### src/rtl/network_div_pkg.sv
// Shared widths, FSM state type and saturation limits for the network divider.
package network_div_pkg;

   localparam int unsigned DIVIDEND_W_DEF = 27;
   localparam int unsigned DIVISOR_W_DEF  = 11;
   localparam int unsigned QUOT_W_DEF     = 16;

   typedef enum logic [1:0] {
      IDLE,
      CALC,
      FIX,
      DONE
   } state_t;

   localparam logic [QUOT_W_DEF-1:0] QMAX = 16'h7fff;
   localparam logic [QUOT_W_DEF-1:0] QMIN = 16'h8000;

endpackage

### src/rtl/network_div_step.sv
// One radix-2 restoring iteration on magnitudes: shift the next dividend bit
// into the partial remainder, subtract the divisor if it fits, emit one quotient bit.
module network_div_step
   import network_div_pkg::*;
#(
   parameter int unsigned DIVIDEND_W = DIVIDEND_W_DEF,
   parameter int unsigned DIVISOR_W  = DIVISOR_W_DEF
) (
   input  logic [DIVISOR_W:0]    rem_in,
   input  logic [DIVIDEND_W-1:0] quot_in,
   input  logic [DIVISOR_W-1:0]  divisor,
   output logic [DIVISOR_W:0]    rem_out,
   output logic [DIVIDEND_W-1:0] quot_out
);

   localparam int unsigned REM_W = DIVISOR_W + 1;

   logic [REM_W:0] shifted;
   logic [REM_W:0] diff;
   logic           fits;

   // The remainder stays below the divisor magnitude, so the top bit of diff is a clean borrow.
   assign shifted  = {rem_in, quot_in[DIVIDEND_W-1]};
   assign diff     = shifted - (REM_W+1)'(divisor);
   assign fits     = ~diff[REM_W];
   assign rem_out  = fits ? diff[REM_W-1:0] : shifted[REM_W-1:0];
   assign quot_out = {quot_in[DIVIDEND_W-2:0], fits};

endmodule

### src/rtl/network_div_seq_27s_11s_16.sv
// Iterative signed divider 27s / 11s -> saturated 16s, one quotient bit per enabled cycle.
// Optional remainder output guarded by NETWORK_DIV_REM_EN.
module network_div_seq_27s_11s_16
   import network_div_pkg::*;
#(
   parameter int unsigned DIVIDEND_W = DIVIDEND_W_DEF,
   parameter int unsigned DIVISOR_W  = DIVISOR_W_DEF,
   parameter int unsigned QUOT_W     = QUOT_W_DEF
) (
   input  logic                  clk,
   input  logic                  reset,
   input  logic                  ce,
   input  logic                  in_valid,
   output logic                  in_ready,
   input  logic [DIVIDEND_W-1:0] din0,
   input  logic [DIVISOR_W-1:0]  din1,
   output logic                  out_valid,
   input  logic                  out_ready,
   output logic [QUOT_W-1:0]     dout,
   output logic                  ovf,
   output logic                  dbz
`ifdef NETWORK_DIV_REM_EN
   ,
   output logic [DIVISOR_W-1:0]  rem
`endif
);

   localparam int unsigned REM_W = DIVISOR_W + 1;
   localparam int unsigned CNT_W = $clog2(DIVIDEND_W);

   localparam logic [QUOT_W-1:0]     q_max   = {1'b0, {(QUOT_W-1){1'b1}}};
   localparam logic [QUOT_W-1:0]     q_min   = {1'b1, {(QUOT_W-1){1'b0}}};
   localparam logic [DIVIDEND_W-1:0] pos_lim = DIVIDEND_W'(q_max);
   localparam logic [DIVIDEND_W-1:0] neg_lim = DIVIDEND_W'(q_min);
   localparam logic [CNT_W-1:0]      last    = CNT_W'(DIVIDEND_W - 1);

   state_t                state;
   logic [CNT_W-1:0]      cnt;
   logic [REM_W-1:0]      rem_q;
   logic [DIVIDEND_W-1:0] quot_q;
   logic [DIVISOR_W-1:0]  div_q;
   logic                  sign_q;
   logic                  sign_d;
   logic                  dbz_l;

   logic [DIVIDEND_W-1:0] din0_mag;
   logic [DIVISOR_W-1:0]  din1_mag;
   logic [REM_W-1:0]      rem_nxt;
   logic [DIVIDEND_W-1:0] quot_nxt;

   // Magnitudes fit unsigned in the operand width, including the most negative value.
   assign din0_mag = din0[DIVIDEND_W-1] ? DIVIDEND_W'(0) - din0 : din0;
   assign din1_mag = din1[DIVISOR_W-1]  ? DIVISOR_W'(0) - din1  : din1;

   network_div_step #(
      .DIVIDEND_W (DIVIDEND_W),
      .DIVISOR_W  (DIVISOR_W)
   ) u_step (
      .rem_in   (rem_q),
      .quot_in  (quot_q),
      .divisor  (div_q),
      .rem_out  (rem_nxt),
      .quot_out (quot_nxt)
   );

   always_ff @(posedge clk) begin
      if (reset) begin
         state     <= IDLE;
         cnt       <= '0;
         in_ready  <= 1'b1;
         out_valid <= 1'b0;
         dout      <= '0;
         ovf       <= 1'b0;
         dbz       <= 1'b0;
         rem_q     <= '0;
         quot_q    <= '0;
         div_q     <= '0;
         sign_q    <= 1'b0;
         sign_d    <= 1'b0;
         dbz_l     <= 1'b0;
`ifdef NETWORK_DIV_REM_EN
         rem       <= '0;
`endif
      end else if (ce) begin
         case (state)
            IDLE: begin
               if (in_valid) begin
                  quot_q   <= din0_mag;
                  rem_q    <= '0;
                  div_q    <= din1_mag;
                  sign_q   <= din0[DIVIDEND_W-1] ^ din1[DIVISOR_W-1];
                  sign_d   <= din0[DIVIDEND_W-1];
                  dbz_l    <= (din1 == '0);
                  cnt      <= '0;
                  in_ready <= 1'b0;
                  state    <= CALC;
               end
            end
            CALC: begin
               rem_q  <= rem_nxt;
               quot_q <= quot_nxt;
               if (cnt == last) begin
                  state <= FIX;
               end else begin
                  cnt <= cnt + CNT_W'(1);
               end
            end
            FIX: begin
               // Sign application and saturation; a zero divisor forces the rail of the dividend's sign.
               if (dbz_l) begin
                  dout <= sign_d ? q_min : q_max;
                  ovf  <= 1'b1;
               end else if (!sign_q) begin
                  ovf  <= (quot_q > pos_lim);
                  dout <= (quot_q > pos_lim) ? q_max : quot_q[QUOT_W-1:0];
               end else begin
                  ovf  <= (quot_q > neg_lim);
                  dout <= (quot_q > neg_lim) ? q_min : QUOT_W'(0) - quot_q[QUOT_W-1:0];
               end
               dbz <= dbz_l;
`ifdef NETWORK_DIV_REM_EN
               if (dbz_l) begin
                  rem <= '0;
               end else begin
                  rem <= sign_d ? DIVISOR_W'(0) - rem_q[DIVISOR_W-1:0] : rem_q[DIVISOR_W-1:0];
               end
`endif
               out_valid <= 1'b1;
               state     <= DONE;
            end
            DONE: begin
               if (out_ready) begin
                  out_valid <= 1'b0;
                  in_ready  <= 1'b1;
                  state     <= IDLE;
               end
            end
            default: state <= IDLE;
         endcase
      end
   end

endmodule

### config.mk
export PLATFORM = sky130hd
export DESIGN_NAME = network_div_seq_27s_11s_16
export DESIGN_NICKNAME = d
export VERILOG_FILES = /design/src/rtl/network_div_pkg.sv /design/src/rtl/network_div_step.sv /design/src/rtl/network_div_seq_27s_11s_16.sv
export SDC_FILE = /design/constraint.sdc
export NUM_CORES = 1
export LEC_CHECK = 0
export CORE_MARGIN = 10
export CORE_UTILIZATION = 44
export DETAILED_ROUTE_END_ITERATION = 10
export PLACE_DENSITY = 0.73
export SETUP_SLACK_MARGIN = 0.02
export SYNTH_ARGS = -nofsm -noshare
export SYNTH_HDL_FRONTEND = slang
export SYNTH_HIERARCHICAL = 1
export SYNTH_SLANG_ARGS = --single-unit
### constraint.sdc
create_clock -name clk -period 3.25 [get_ports clk]
set_input_delay 0.325 -clock clk [delete_from_list [all_inputs] [get_ports clk]]
set_output_delay 0.325 -clock clk [all_outputs]
set_load 0.005 [all_outputs]
* Yosys cells after proc, flatten, opt, wreduce, memory -nomap -nowiden
Index checks and enable logic that the tools add are counted.
** Operators by class
- Add/subtract/negate cells :: 5
- Order comparisons :: 2
- Eq/ne operators :: 8
- Mux-type cells :: 26
- Bitwise logic cells :: 2
- Reduce and logical (&&, ||, !) cells :: 12
** Operator list (count)
- $mux W16 :: 5
- $mux W27 :: 2
- $pmux W27 S2 :: 1
- $gt A27 B15 Y1 const B :: 1
- $gt A27 B16 Y1 const B :: 1
- $sub A1 B27 Y27 const A :: 1
- $mux W12 :: 2
- $pmux W12 S2 :: 1
- $sub A1 B16 Y16 const A :: 1
- $sub A13 B11 Y13 :: 1
- $reduce_and A4 Y1 :: 3
- $logic_not A11 Y1 :: 1
- $mux W11 :: 1
- $sub A1 B11 Y11 const A :: 1
- $mux W5 :: 2
- $pmux W5 S2 :: 1
- $reduce_and A3 Y1 :: 3
- $ne A2 B2 Y1 const B :: 4
- $pmux W2 S4 :: 1
- $mux W2 :: 3
- $reduce_bool A2 Y1 :: 3
- $add A5 B1 Y5 const B :: 1
- $eq A5 B5 Y1 const B :: 1
- $mux W1 :: 5
- 7 further kinds :: 9
** Word-level totals
- Register bits after elaboration :: 80
- Input bits :: 43
- Output and inout bits :: 20
- Logic and storage cells :: 68

* Longest topological paths before layout
- Word-level depth :: 4
- Mapped depth :: 13
- Gate-level depth less buffers :: 12

* Hierarchy
The synthesis kept the hierarchy.
** Modules (own cells, without submodules)
- network_div_seq_27s_11s_16 :: instances 1, cells an instance 601, area each 4774.6 µm², seq. area each 1601.5 µm²
- network_div_step :: instances 1, cells an instance 121, area each 955.9 µm², seq. area each 0.0 µm²

* Worst setup path before layout
No wires, ideal clock.
- Kind :: register -> register
- Start :: register quot_q[26]
- End :: register rem_q[10]
- Setup time :: 0.128 ns
- Arrival :: 2.628 ns
- Slack :: 0.494 ns
- Cell stages (with the launch flop) :: 13
- Buffers on the path :: 1
- Clock period less this slack :: 2.756 ns
- Cell sequence :: dfxtp_1 -> inv_1 -> ha_1 -> inv_1 -> fa_1 -> a211oi_2 -> nor3_1 -> o311a_1 -> a311oi_4 -> buf_6 -> mux2_4 -> a22oi_1 -> nor2_1
** On the way
- Longest elaborated chain between the ends :: 3
** RTL lines
- from (decl) :: RTL line network_div_seq_27s_11s_16.sv:40 : logic [DIVIDEND_W-1:0] quot_q;
- from (signal assigned) :: RTL line network_div_seq_27s_11s_16.sv:88 : quot_q <= din0_mag;
- from (signal assigned) :: RTL line network_div_seq_27s_11s_16.sv:101 : quot_q <= quot_nxt;
- $sub A13 B11 Y13 :: RTL line network_div_step.sv:24 : assign diff = shifted - (REM_W+1)'(divisor);
- $mux W12 :: RTL line network_div_step.sv:26 : assign rem_out = fits ? diff[REM_W-1:0] : shifted[REM_W-1:0];
- via rem_nxt[10] :: RTL line network_div_seq_27s_11s_16.sv:48 : logic [REM_W-1:0] rem_nxt;
- $pmux W12 S2 :: RTL line network_div_seq_27s_11s_16.sv:85 : case (state)
- to (signal assigned) :: RTL line network_div_seq_27s_11s_16.sv:100 : rem_q <= rem_nxt;
- to (decl) :: RTL line network_div_seq_27s_11s_16.sv:39 : logic [REM_W-1:0] rem_q;
The timed path passes the listed nets, and every way through them passes these cells.
A chain may end at the register's enable or synchronous reset.

* Worst setup path in the final report
- Start :: register quot_q[26]
- End :: register rem_q[4]
The elaborated chain is that of the path after synthesis.

==> results by group <==
Drt
  • Routed wire length: 14890 µm
  • Total vias in the final route: 5286
  • Residual DRC: 0
  • Number of nets with antenna violations after detailed routing: 0
  • Number of detailed-routing iterations run before antenna repair: 5
  • Number of vias per cell after detailed routing: 5.893
  • Iter 0 DRT Violations: 564
  • Routed wirelength normalized by instance count: 16.60 µm

Worst setup path
  • Critical Path Most Common Cell: inv_1
  • Startpoint type of the worst setup path: flip-flop
  • WS Path Type: reg -> reg
  • Setup slack of the most critical reg-to-reg path: 0.24 ns
  • Startpoint of the worst register-to-register path: quot_q[26]
  • Critical R2R Capture: rem_q[4]
  • Depth of the most critical reg-to-reg path: 12
  • Maximum fanout count along the critical path: 14
  • Slowest stage delay, CP: 0.43 ns
  • Critical-path cell list: inv_1 -> ha_1 -> inv_1 -> fa_1 -> a211oi_2 -> nor3_1 -> o311a_1 -> a311oi_4 -> buf_4 -> mux2_2 -> a22oi_1 -> nor2_1
  • Data arrival at the endpoint of the critical path: ~3.2 ns
  • Critical path required time: 3.48 ns
  • Crit path from: quot_q[26]
  • Kind of cell adding the most delay to the critical path: compound AO/OA/AOI/OAI gates
  • Highest-delay cell along the critical path: fa_1
  • Worst path bufs/invs: 3
  • Capturing element type of the critical path: flip-flop

Worst hold path
  • Hold Crit Class: in -> reg
  • Hold depth: 2
  • Hold-critical path endpoint: rem_q[10]
  • Startpoint of the most critical hold path: reset

Clock tree
  • Total of hold buffers inserted after clock tree synthesis: 0
  • Clock-pin slew reported for the worst setup and hold paths after clock tree synthesis: roughly 0.06 ns
  • CTS tree: built
  • Clock Tree Root: clkbuf_16
  • Sinks on the clock net: 80
  • Resized Gates After CTS: 0
  • Clock tree buffer depth: 2
  • H-tree depth reported by CTS: 3
  • Clk Latency, worst-skew pair: between 0.3 and 0.4 ns
  • Count of buffers added by post-CTS timing repair for setup: 0
  • Number of clock buffers inserted by TritonCTS: 9

Placement
  • Dpl cell area: 6213 µm²
  • RePlAce Congestion: 0.9113
  • Number of port buffers: 62
  • Half-perimeter wire length after detailed placement: approximately 11000 µm

Power
  • Share of total power in sequential cells: 37.3%
  • Maximum VDD drop: between 0.0003 and 0.0004 V
  • Combinational Power Share: 32.0%
  • Areal power density over the cells: 460.8 nW/µm²
  • Cell internal pwr: 1.986 mW
  • Leakage power total: 2.297 nW
  • Psw: 0.9951 mW
  • Power share of the clock group: a little under a third
  • Post-route total power: 2.981 mW
  • Sw Ratio: 33.38%

Die
  • Num rows: 41
  • Total die area: 17990 µm²
  • Starting Density: 45.23%
  • Core Region: 12670 µm²
  • Chip height: around 130 µm
  • I/O pin count: 63
  • Width of the chip: 134.1 µm

Yosys
  • Area share of xor/xnor cells in the synthesized design: 7.642%
  • Number of enable-type register cells in the synthesized netlist: 0
  • Top cells by area, synth: dfxtp_1 (28%), a21oi_1 (4.9%), ha_1 (4.6%)
  • Post-synthesis async set-or-reset flop share: 0%
  • Seq cells post-synth: 80
  • Number of nets in the synthesized netlist: 787
  • Multiplexer fraction of the synthesized cell area: 4.476%
  • Part of the Yosys area used for sequential elements: 27.95%
  • Post-synthesis share of cell area spent on and, or, nand and nor gates: 19.78%
  • Adder-cell area share of the yosys netlist: 4.934%
  • Gate count after technology mapping: approximately 720
  • Most instantiated cells after synthesis: dfxtp_1 (80), a21oi_1 (56), nor2_1 (53)
  • Most repeated cell in the gate-level netlist after synthesis: dfxtp_1
  • Synth warnings: 6
  • Cell taking the most area after synthesis: dfxtp_1
  • Fraction of the mapped netlist area in compound gates: between 20% and 30%
  • Portion of synthesized cell area occupied by the leading cell type: 27.95%
  • Combinational family with the most area after synthesis: compound AO/OA/AOI/OAI gates
  • Yosys cell types: 63
  • Most used flip-flop cell after synthesis: dfxtp_1
  • Summed instance area of the synthesized netlist: 5730 µm²
  • Average instance area after synthesis: 7.937 µm²

STA
  • Max Clock Freq: 332.4 MHz
  • Setup repair after global routing missed its margin: no
  • Slew HR: 50.40%
  • Setup TNS: 0 ns
  • Worst Skew: 0.008431 ns
  • Final Setup Violations: 0
  • Share of the cycle needed by the critical path after routing: 92.57%
  • Fin. Hold Viols: 0
  • Measured slew at the worst slew-check pin: 0.7434 ns
  • Number of pins exceeding their max-slew limit in the final report: 0
  • Tmin final: 3.008 ns

Finish
  • Area used by multi-input combinational logic: 3573 µm²
  • Fraction of final layout cells sized beyond drive strength 1: 7.724%
  • Synth-to-Final Area Change: 12.88%
  • Design area: 6469 µm²
  • Number of nets in the layout: 786
  • Antenna diode count: 0
  • Register area: 1602 µm²
  • Layout fillers: 1217

GRT
  • Wire length of the first global-routing pass: 24980 µm
  • Antenna violations before repair: 0
  • Vias in the first global route: 5198
  • Total congestion overflow after global routing: 0
  • Overall fraction of global-route tracks in use: 16.48%
  • Largest net degree at the start of global routing: 43

Status
  • Run status: finished, final reports clean

Flow run
  • Max-cap violations: 0
-- registers in the layout, summed over array words and instances, names as in the netlist --
| signal | cells |
|---|---|
| sign_q | 1 |
| quot_q | 27 |
| ovf | 1 |
| in_ready | 1 |
| dout | 16 |
| cnt | 5 |
| rem_q | 12 |
| div_q | 11 |
| state | 2 |
| dbz_l | 1 |
| sign_d | 1 |
| out_valid | 1 |
| dbz | 1 |
-- layout make-up --
| type | instances | area share (%) |
|---|---|---|
| clock inverter | 4 | 0.3482 |
| clock buffer | 11 | 3.598 |
| timing repair buffer | 73 | 10.99 |
| tap | 172 | 3.327 |
| sequential | 80 | 24.76 |
| multi-input combinational | 527 | 55.24 |
| inverter | 30 | 1.741 |
-- cells in the final DEF (no fill, tap or decap), types with 16 or more instances in the layout --
cell type and instances:
xor2_1 25, dfxtp_1 80, nor3_1 18, nand2_1 45, clkdlybuf4s50_1 61, o21ai_0 37, nor2_1 53, inv_1 30
xnor2_1 25, a22oi_1 18, a211oi_1 16, ha_1 21, a21oi_1 56
-- layer usage --
layer	track usage (%)	part of all wire [%]
met1	20.29	45
met2	26.93	48
met3	4.406	5.1
met4	6.106	2.3
met5	0	0
-- cells by family after synthesis --
family	after synthesis
AO/OA/AOI/OAI	218
AND/OR/NAND/NOR	215
buffers and inverters	115
flip-flops	80
XOR/XNOR	50
multiplexers	22
adder cells (fa/ha/maj)	22
-- metrics by stage --
step	setup slack (ns)	instances	hold WS, ns	utilization, %
floorplan	0.4941	722	0.4400	-
global placement	0.3784	882	0.4479	49.04
detailed placement	0.2892	882	0.4499	49.04
CTS	0.2481	897	0.3643	51.05
global route	0.04731	897	0.3913	51.05
finish	0.2415	897	0.3786	51.05
-- power by group through the flow --
stage	combinational, mW	clock (mW)	sequential (mW)
floorplan	0.771	0	1.09
global placement	0.927	0	1.13
detailed placement	0.945	0	1.13
CTS	0.949	0.935	1.11
global route	1.06	0.976	1.12
finish	0.954	0.914	1.11
-- worst max path at each step --
| stage | endpoint | depth (start not counted) | slack (ns) |
|---|---|---|---|
| floorplan | rem_q[10] | 12 | 0.49 |
| global placement | rem_q[3] | 12 | 0.38 |
| detailed placement | rem_q[1] | 12 | 0.29 |
| CTS | rem_q[4] | 12 | 0.25 |
| global route | rem_q[3] | 12 | 0.05 |
| finish | rem_q[4] | 12 | 0.24 |
Power figures use the tool's default switching activity.
